$ cat config.mk
export PLATFORM = sky130hd
export DESIGN_NAME = nn_argmax_detector
export DESIGN_NICKNAME = d
export VERILOG_FILES = /design/src/rtl/nn_argmax_detector_pkg.sv /design/src/rtl/nn_argmax_detector.sv
export SDC_FILE = /design/constraint.sdc
export NUM_CORES = 1
export LEC_CHECK = 0
export CORE_MARGIN = 4
export CORE_UTILIZATION = 59
export CTS_BUF_LIST = sky130_fd_sc_hd__clkbuf_8
export CTS_CLUSTER_DIAMETER = 100
export CTS_CLUSTER_SIZE = 25
export DETAILED_ROUTE_END_ITERATION = 8
export GPL_ROUTABILITY_DRIVEN = 0
export PLACE_DENSITY = 0.95
export SKIP_LAST_GASP = 1
export SLEW_MARGIN = 40
export SYNTH_ARGS = -nofsm -noshare
export SYNTH_HDL_FRONTEND = slang
export SYNTH_SLANG_ARGS = --single-unit
$ cat constraint.sdc
create_clock -name clk -period 6.8 [get_ports clk]
set_input_delay 1.02 -clock clk [delete_from_list [all_inputs] [get_ports clk]]
set_output_delay 1.02 -clock clk [all_outputs]
set_load 0.02 [all_outputs]
$ cat src/rtl/nn_argmax_detector_pkg.sv
// Shared constants and types for the classifier back-end: output layer size,
// detection policy defaults, the signed score type and the detector FSM states.
package nn_argmax_detector_pkg;

    localparam int OUT_SIZE_2 = 4;

    localparam logic signed [7:0] DETECT_THRESHOLD = 8'sd16;
    localparam int                DETECT_AGREE_CNT = 3;

    typedef logic signed [7:0] score_t;

    typedef enum logic [1:0] {
        ST_IDLE = 2'd0,
        ST_SCAN = 2'd1,
        ST_DONE = 2'd2
    } state_e;

    // Strictly-greater compare so that ties keep the lowest index already held.
    function automatic logic beats(input score_t cand, input score_t best);
        return (cand > best);
    endfunction

endpackage

$ cat src/rtl/nn_argmax_detector.sv
// Serial arg-max over the final-layer score vector, followed by a confidence
// threshold and an N-consecutive-agreement filter that raises word_detected.
module nn_argmax_detector
    import nn_argmax_detector_pkg::*;
#(
    parameter int     N_CLASSES = OUT_SIZE_2,
    parameter score_t THRESHOLD = DETECT_THRESHOLD,
    parameter int     AGREE_CNT = DETECT_AGREE_CNT,
    localparam int    IDX_W     = $clog2(N_CLASSES),
    localparam int    CNT_W     = $clog2(AGREE_CNT + 1)
) (
    input  logic                   clk,
    input  logic                   rst_n,
    input  logic                   in_valid,
    output logic                   in_ready,
    input  score_t [N_CLASSES-1:0] scores,
    output logic                   class_valid,
    output logic [IDX_W-1:0]       class_idx,
    output score_t                 max_score,
    output logic                   confident,
    output logic                   word_detected,
    output logic [IDX_W-1:0]       detected_class
);

    localparam logic [IDX_W-1:0] LAST_IDX = IDX_W'(N_CLASSES - 1);
    localparam logic [IDX_W-1:0] IDX_ONE  = IDX_W'(1);
    localparam logic [CNT_W-1:0] CNT_MAX  = CNT_W'(AGREE_CNT);
    localparam logic [CNT_W-1:0] CNT_ONE  = CNT_W'(1);

    state_e                 state_q;
    score_t [N_CLASSES-1:0] vec_q;
    score_t                 best_val_q;
    logic [IDX_W-1:0]       best_idx_q;
    logic [IDX_W-1:0]       idx_q;
    logic                   in_ready_q;
    logic                   class_valid_q;
    logic [IDX_W-1:0]       class_idx_q;
    score_t                 max_score_q;
    logic                   confident_q;
    logic                   word_detected_q;
    logic [IDX_W-1:0]       detected_class_q;
    logic [CNT_W-1:0]       cnt_q;
    logic [CNT_W-1:0]       cnt_d;
    logic [IDX_W-1:0]       last_class_q;
    logic [IDX_W-1:0]       last_class_d;
    logic                   conf_s;
    logic                   hit_s;

    // Streak update for the decision retired in DONE; a saturated streak never re-fires.
    always_comb begin
        conf_s       = (best_val_q >= THRESHOLD);
        cnt_d        = cnt_q;
        last_class_d = last_class_q;
        hit_s        = 1'b0;
        if (!conf_s) begin
            cnt_d = '0;
        end else if ((best_idx_q == last_class_q) && (cnt_q != '0)) begin
            if (cnt_q == CNT_MAX) begin
                cnt_d = cnt_q;
            end else begin
                cnt_d = cnt_q + CNT_ONE;
                hit_s = ((cnt_q + CNT_ONE) == CNT_MAX);
            end
        end else begin
            cnt_d        = CNT_ONE;
            last_class_d = best_idx_q;
            hit_s        = (CNT_ONE == CNT_MAX);
        end
    end

    // Control FSM, scan datapath and registered decision/detection outputs.
    always_ff @(posedge clk or negedge rst_n) begin
        if (!rst_n) begin
            state_q          <= ST_IDLE;
            vec_q            <= '0;
            best_val_q       <= '0;
            best_idx_q       <= '0;
            idx_q            <= '0;
            in_ready_q       <= 1'b1;
            class_valid_q    <= 1'b0;
            class_idx_q      <= '0;
            max_score_q      <= '0;
            confident_q      <= 1'b0;
            word_detected_q  <= 1'b0;
            detected_class_q <= '0;
            cnt_q            <= '0;
            last_class_q     <= '0;
        end else begin
            class_valid_q   <= 1'b0;
            word_detected_q <= 1'b0;
            case (state_q)
                ST_IDLE: begin
                    if (in_valid && in_ready_q) begin
                        vec_q      <= scores;
                        best_val_q <= scores[0];
                        best_idx_q <= '0;
                        idx_q      <= IDX_ONE;
                        in_ready_q <= 1'b0;
                        state_q    <= ST_SCAN;
                    end
                end
                ST_SCAN: begin
                    if (beats(vec_q[idx_q], best_val_q)) begin
                        best_val_q <= vec_q[idx_q];
                        best_idx_q <= idx_q;
                    end
                    if (idx_q == LAST_IDX) begin
                        state_q <= ST_DONE;
                    end else begin
                        idx_q <= idx_q + IDX_ONE;
                    end
                end
                ST_DONE: begin
                    class_idx_q     <= best_idx_q;
                    max_score_q     <= best_val_q;
                    confident_q     <= conf_s;
                    cnt_q           <= cnt_d;
                    last_class_q    <= last_class_d;
                    class_valid_q   <= 1'b1;
                    word_detected_q <= hit_s;
                    if (hit_s) begin
                        detected_class_q <= best_idx_q;
                    end
                    in_ready_q      <= 1'b1;
                    state_q         <= ST_IDLE;
                end
                default: begin
                    in_ready_q <= 1'b1;
                    state_q    <= ST_IDLE;
                end
            endcase
        end
    end

    assign in_ready       = in_ready_q;
    assign class_valid    = class_valid_q;
    assign class_idx      = class_idx_q;
    assign max_score      = max_score_q;
    assign confident      = confident_q;
    assign word_detected  = word_detected_q;
    assign detected_class = detected_class_q;

endmodule

==> flow_summary_export.csv, run 1 <==
group,metric,value,unit
setup_path,critPathKind,"flip-flop to flip-flop",
yosys,synth_top_area_cell,"dfrtp_1",
yosys,synthArstFlopShare,100,%
setup_path,rr_startpoint,"idx_q[0]$_DFFE_PN0P_",
sta,hold_ws,0.484,ns
hold_path,min_path_type,"flip-flop to flip-flop",
sta,finClkSkew,0.0102,ns
cts,cts_sinks,66,
routing,wl_per_cell,16.5,µm
cts,cts_buffers,9,
yosys,yosys_warnings,0,
yosys,synth_top_area_share,52.1,%
floorplan,std_cell_rows,26,
cts,h-tree-depth,3,
setup_path,ff2ff_setup_slack,3.74,ns
setup_path,cp.buffers_inverters,0,
floorplan,die_area,0.00652,mm²
cts,cts_tree,"built",
setup_path,worst-r2r-cell-count,6,
cts,cts_setup_buffers,0,
sta,tightestPinTransition,0.760,ns
run,maxCapViolations,0,
placement,port_buffers,50,
setup_path,cp.arrival,3.28,ns
hold_path,hold-path-endpoint,"confident$_DFFE_PN0P_",
setup_path,critPathCaptureType,"flip-flop",
power_and_ir_drop,ir_worst_vdd,240,µV
placement,place_hpwl,4250,µm
status,status,"completed",
yosys,ys_types,37,
sta,hold_violations,0,
sta,drv_slew,0,
floorplan,initial_core_util,61.1,%
cts,path_clk_slew,0.06,ns
cts,clk_path_buf_depth,2,
setup_path,rr_endpoint,"best_val_q[3]$_DFFE_PN0P_",
global_routing,grt_pass1_vias,2078,
routing,vias_per_cell,5.53,
sta,max_slew_margin,49.3,%
cts,hold_buffers,0,
global_routing,overflow,0,
routing,num_vias,1981,
yosys,syn_inst,228,
floorplan,coreArea,0.00511,mm²
yosys,ys_top_cells_by_area,"dfrtp_1 (52%), mux2_2 (20%), mux4_2 (5.0%)",
yosys,synth_area_per_cell,13.7,µm²
cells_and_area,fillers,348,
cells_and_area,drive_gt1_share,30.2,%
yosys,syn-cell-area,0.00312,mm²
global_routing,grt_max_degree,67,
sta,finalCritPeriodShare,45.0,%
floorplan,dieHeight,80.8,µm
sta,fmax,327,MHz
setup_path,crit_slowest_cell,"dfrtp_1",
routing,route.met3.wl,282,µm
setup_path,slowest_delay,0.68,ns
power_and_ir_drop,power,1650,µW
hold_path,hold_depth,1,
cts,clk_latency,0.34,ns
routing,dr_wl_met2,2940,µm
routing,first_pass_iters,5,
setup_path,required,7.02,ns
sta,fin_setup_tns,0,ns
cells_and_area,nets,330,
routing,routed_wl,5890,µm
cells_and_area,area_growth_syn_to_layout,23.2,%
cells_and_area,antennaDiodeCount,0,
setup_path,cp_max_fo,12,
cells_and_area,postLayoutCoreUtil,75.4,%
floorplan,die_w,80.8,µm
sta,rsz0062_at_grt,"false",
cts,clockRootBuffer,"clkbuf_8",
global_routing,grt_usage,20.5,%
yosys,synth-seq-cells,66,
global_routing,antenna_found_initial,0,
yosys,synth_nets,275,
power_and_ir_drop,powerDensity,430,mW/mm²
power_and_ir_drop,p_leak,0.00174,µW
routing,drt_iter0_drc,93,
setup_path,cp_top_family,"multiplexers",
sta,finalSetupViolations,0,
yosys,synth_edf_count,0,
setup_path,cp_cell_sequence,"mux4_2 -> ha_1 -> or2b_2 -> o211a_1 -> a211oi_4 -> mux2_2",
sta,layout_setup_ws,3.74,ns
global_routing,grt_pass1_wl,9800,µm
yosys,yosysSeqAreaShare,52.9,%
routing,drc,0,
routing,drt.antenna.violating_nets,0,
yosys,synthFlopType,"dfrtp_1",
hold_path,hold_start,"confident$_DFFE_PN0P_",
setup_path,start_kind,"flip-flop",
routing,top_layer_used,"met4",
floorplan,io_pins,51,
routing,drt-met1-wl,2470,µm
cts,cts_resized,0,
sta,period_needed,3.06,ns
placement,place_ws,3.74,ns
stage by stage:
| stage | std cells | area, µm² |
|---|---|---|
| 3_3_place_gp | 342 | 3670 |
| 5_1_grt | 358 | 3850 |
| 3_5_place_dp | 342 | 3670 |
| 6_report | 358 | 3850 |
| 4_1_cts | 358 | 3840 |
| 2_1_floorplan | 228 | 3120 |
placed cells by master, fill, tap and decap left out, types with 2 or more instances in the layout:
cell type	count
o211ai_1	2
inv_1	19
a21oi_1	5
nor3_1	2
xor2_1	2
dfrtp_1	65
mux4_2	7
clkdlybuf4s50_1	49
nor2_1	3
nand2b_4	2
a31oi_1	2
nand4_1	2
nand3_1	3
ha_1	12
nand2_1	11
mux2i_1	3
clkbuf_8	11
nand2b_1	3
o21ai_0	11
mux2_2	56
how the worst max path moves through the flow:
stage,endpoint,depth (start not counted),slack [ns],start
finish,best_val_q[3]$_DFFE_PN0P_,6,3.74,idx_q[0]$_DFFE_PN0P_
global route,best_val_q[3]$_DFFE_PN0P_,7,3.56,idx_q[0]$_DFFE_PN0P_
CTS,best_val_q[3]$_DFFE_PN0P_,6,3.70,idx_q[0]$_DFFE_PN0P_
detailed placement,best_val_q[3]$_DFFE_PN0P_,6,3.74,idx_q[0]$_DFFE_PN0P_
global placement,best_val_q[1]$_DFFE_PN0P_,7,3.83,idx_q[0]$_DFFE_PN0P_
floorplan,best_val_q[0]$_DFFE_PN0P_,7,4.19,idx_q[0]$_DFFE_PN0P_
per-layer routing:
metal | global-route usage [%] | vias up
met5 | 0 | -
met4 | 11.7 | 0
met3 | 4.88 | 20
met2 | 34.4 | 66
met1 | 24.3 | 969
li1 | - | 926
cells by family (layout without fill, tap and decap cells):
family	Yosys count	count (layout)	synth area share [%]
flops	66	66	52.9
mux	66	66	26.2
simple gates	34	34	6.89
buf+inv	22	82	3.17
fa+ha+maj	12	12	4.81
xor+xnor	2	2	0.561
compound gates	26	26	5.45
registers in the layout, indices dropped and copies added, names as in the netlist:
signal	flops
confident	1
class_valid	1
vec_q	32
best_val_q	8
detected_class	2
word_detected	1
state_q	2
last_class_q	2
best_idx_q	2
in_ready	1
max_score	8
cnt_q	2
idx_q	2
class_idx	2
where the power goes:
part           internal (µW)  total, µW  switching [µW]
Combinational            380        690             310
Clock                    146        281             135
Sequential               563        683             120
synth_stat cells, types with 3 or more instances:
cell       n
nor2_1     3
o21ai_0   11
ha_1      12
buf_2      4
inv_1     14
nand3_1    3
dfrtp_1   65
mux4_2     7
nand2b_1   3
nand2_1   11
a21oi_1    5
mux2i_1    3
mux2_2    56
cell type report:
class                   instances  area (µm²)  share of cell area [%]
flip-flops and latches         66        1650                    42.9
clock inverters                 5        18.8                   0.488
multi-input cells             140        1370                    35.6
well taps                      70        87.6                    2.28
repair buffers                 52         514                    13.4
clock buffers                  11         151                    3.93
inverters                      14        52.6                    1.37
Note: power is estimated with default switching activity, not from simulation.
==> run 2, diff against run 1 <==
Settings changed: CORE_UTILIZATION 59 to 55, PLACE_DENSITY 0.95 to 0.93.
Clock period 6.8 ns to 3.1 ns, I/O delays scaled along.
==> run 2 against run 1 <==
  * Critical path depth grew 1
  * Hold slack worse by 0.28 ns
  * Total power rose by 120%
  * Sequential cell count unchanged
  * Global-route usage down 2.4 points
  * First-iteration DRC count decreased by 44%
  * Clock-buffer cell count is the same
  * Critical endpoint is now best_val_q[5]$_DFFE_PN0P_
  * Largest cell class unchanged
==> flow_summary_export.csv, run 2 (synthesis gave the netlist of run 1 again) <==
group,metric,value,unit
status,status,"completed",
cts,clk_latency,0.33,ns
global_routing,grt_usage,18.1,%
placement,port_buffers,50,
power_and_ir_drop,powerDensity,928,mW/mm²
routing,drt.antenna.violating_nets,0,
sta,hold_violations,0,
global_routing,antenna_found_initial,0,
sta,fmax,347,MHz
global_routing,grt_pass1_wl,9960,µm
cts,clockRootBuffer,"clkbuf_8",
global_routing,grt_pass1_vias,2076,
setup_path,cp_max_fo,9,
sta,period_needed,2.88,ns
floorplan,die_area,0.00695,mm²
setup_path,cp.buffers_inverters,0,
floorplan,dieHeight,83.4,µm
sta,finClkSkew,0.00600,ns
cells_and_area,nets,332,
floorplan,initial_core_util,56.7,%
run,maxCapViolations,0,
cells_and_area,layout_common_cells,"dfrtp_1 (64), mux2_2 (56), clkdlybuf4s50_1 (49)",
setup_path,cp_cell_sequence,"mux4_2 -> ha_1 -> or2b_2 -> nand4bb_2 -> a21oi_1 -> a211oi_4 -> mux2_2",
cells_and_area,regMostFlops,"vec_q",
setup_path,start_kind,"flip-flop",
setup_path,slowest_delay,0.56,ns
cells_and_area,postLayoutCoreUtil,70.2,%
power_and_ir_drop,power,3590,µW
power_and_ir_drop,ir_worst_vdd,442,µV
cells_and_area,mostFrequentLayoutCell,"dfrtp_1",
sta,rsz0062_at_grt,"false",
routing,wl_per_cell,16.1,µm
routing,first_pass_iters,4,
cells_and_area,antennaDiodeCount,0,
cells_and_area,drive_gt1_share,31.0,%
hold_path,min_path_type,"input port to async pin",
sta,tightestPinTransition,0.755,ns
routing,drt_iter0_drc,52,
routing,drc,0,
routing,routed_wl,5830,µm
setup_path,ff2ff_setup_slack,0.22,ns
floorplan,io_pins,51,
setup_path,rr_startpoint,"idx_q[0]$_DFFE_PN0P_",
cts,h-tree-depth,3,
setup_path,critPathCaptureType,"flip-flop",
setup_path,cp_top_family,"multiplexers",
routing,num_vias,1970,
cts,path_clk_slew,0.07,ns
setup_path,required,3.32,ns
floorplan,die_w,83.4,µm
floorplan,std_cell_rows,27,
cts,cts_tree,"built",
routing,vias_per_cell,5.44,
cells_and_area,largest_register_ff_count,32,
placement,place_hpwl,4350,µm
setup_path,critPathKind,"flip-flop to flip-flop",
cells_and_area,stdcell_count,362,
sta,fin_setup_tns,0,ns
sta,finalSetupViolations,0,
cells_and_area,area_growth_syn_to_layout,23.8,%
global_routing,grt_max_degree,67,
sta,hold_ws,0.205,ns
floorplan,coreArea,0.00551,mm²
setup_path,rr_endpoint,"best_val_q[5]$_DFFE_PN0P_",
placement,place_inst,346,
sta,max_slew_margin,49.7,%
cts,clk_path_buf_depth,2,
global_routing,overflow,0,
setup_path,cp.arrival,3.10,ns
sta,drv_slew,0,
power_and_ir_drop,p_leak,0.00175,µW
sta,finalCritPeriodShare,92.9,%
cts,cts_buffers,9,
setup_path,crit_slowest_cell,"mux4_2",
setup_path,worst-r2r-cell-count,7,
cts,cts_sinks,66,
run 2: cell type report:
class,instances,area [µm²]
multi-input cells,140,1370
well taps,72,90.1
fillers,403,1640
clock inverters,5,18.8
inverters,14,52.6
repair buffers,54,529
clock buffers,11,151
flip-flops and latches,66,1650
run 2: how the worst max path moves through the flow:
| stage | start | to | slack, ns | cells after the start |
|---|---|---|---|---|
| after global placement | idx_q[0]$_DFFE_PN0P_ | best_val_q[0]$_DFFE_PN0P_ | 0.16 | 7 |
| after global routing | idx_q[1]$_DFFE_PN0P_ | best_val_q[1]$_DFFE_PN0P_ | 0.04 | 8 |
| after floorplan | idx_q[0]$_DFFE_PN0P_ | best_val_q[0]$_DFFE_PN0P_ | 0.49 | 7 |
| final | idx_q[0]$_DFFE_PN0P_ | best_val_q[5]$_DFFE_PN0P_ | 0.22 | 7 |
| after CTS | idx_q[0]$_DFFE_PN0P_ | best_val_q[2]$_DFFE_PN0P_ | 0.05 | 7 |
| after detailed placement | idx_q[0]$_DFFE_PN0P_ | best_val_q[2]$_DFFE_PN0P_ | 0.08 | 7 |
run 2: metrics by stage:
| step | cell area [µm²] | setup slack (ns) |
|---|---|---|
| floorplan | 3120 | 0.487 |
| finish | 3870 | 0.219 |
| CTS | 3860 | 0.0470 |
| global route | 3870 | 0.0424 |
| detailed placement | 3690 | 0.0762 |
| global placement | 3690 | 0.164 |
run 2: repair_timing:
| item | in CTS | in global routing |
|---|---|---|
| gates resized for setup | 0 | 1 |
| endpoints found under the hold margin | 0 | 0 |
| hold buffers | 0 | 0 |
| endpoints found under the setup margin | 0 | 8 |
| buffers inserted | 0 | 0 |
run 2: where the power goes:
group / internal (µW) / total, µW / switching [µW]
logic: 829 / 1490 / 658
clock network: 320 / 612 / 292
registers: 1240 / 1490 / 255
run 2: layer usage:
layer  global-route usage [%]  share of wire [%]  wire, µm  vias to the layer above
met2                     30.0                 50      2900                       46
met4                     7.13                1.9       108                        0
met3                     4.46                4.9       288                       12
li1                         -                  -         -                      928
met5                        0                  0         0                        -
met1                     22.8                 43      2530                      984
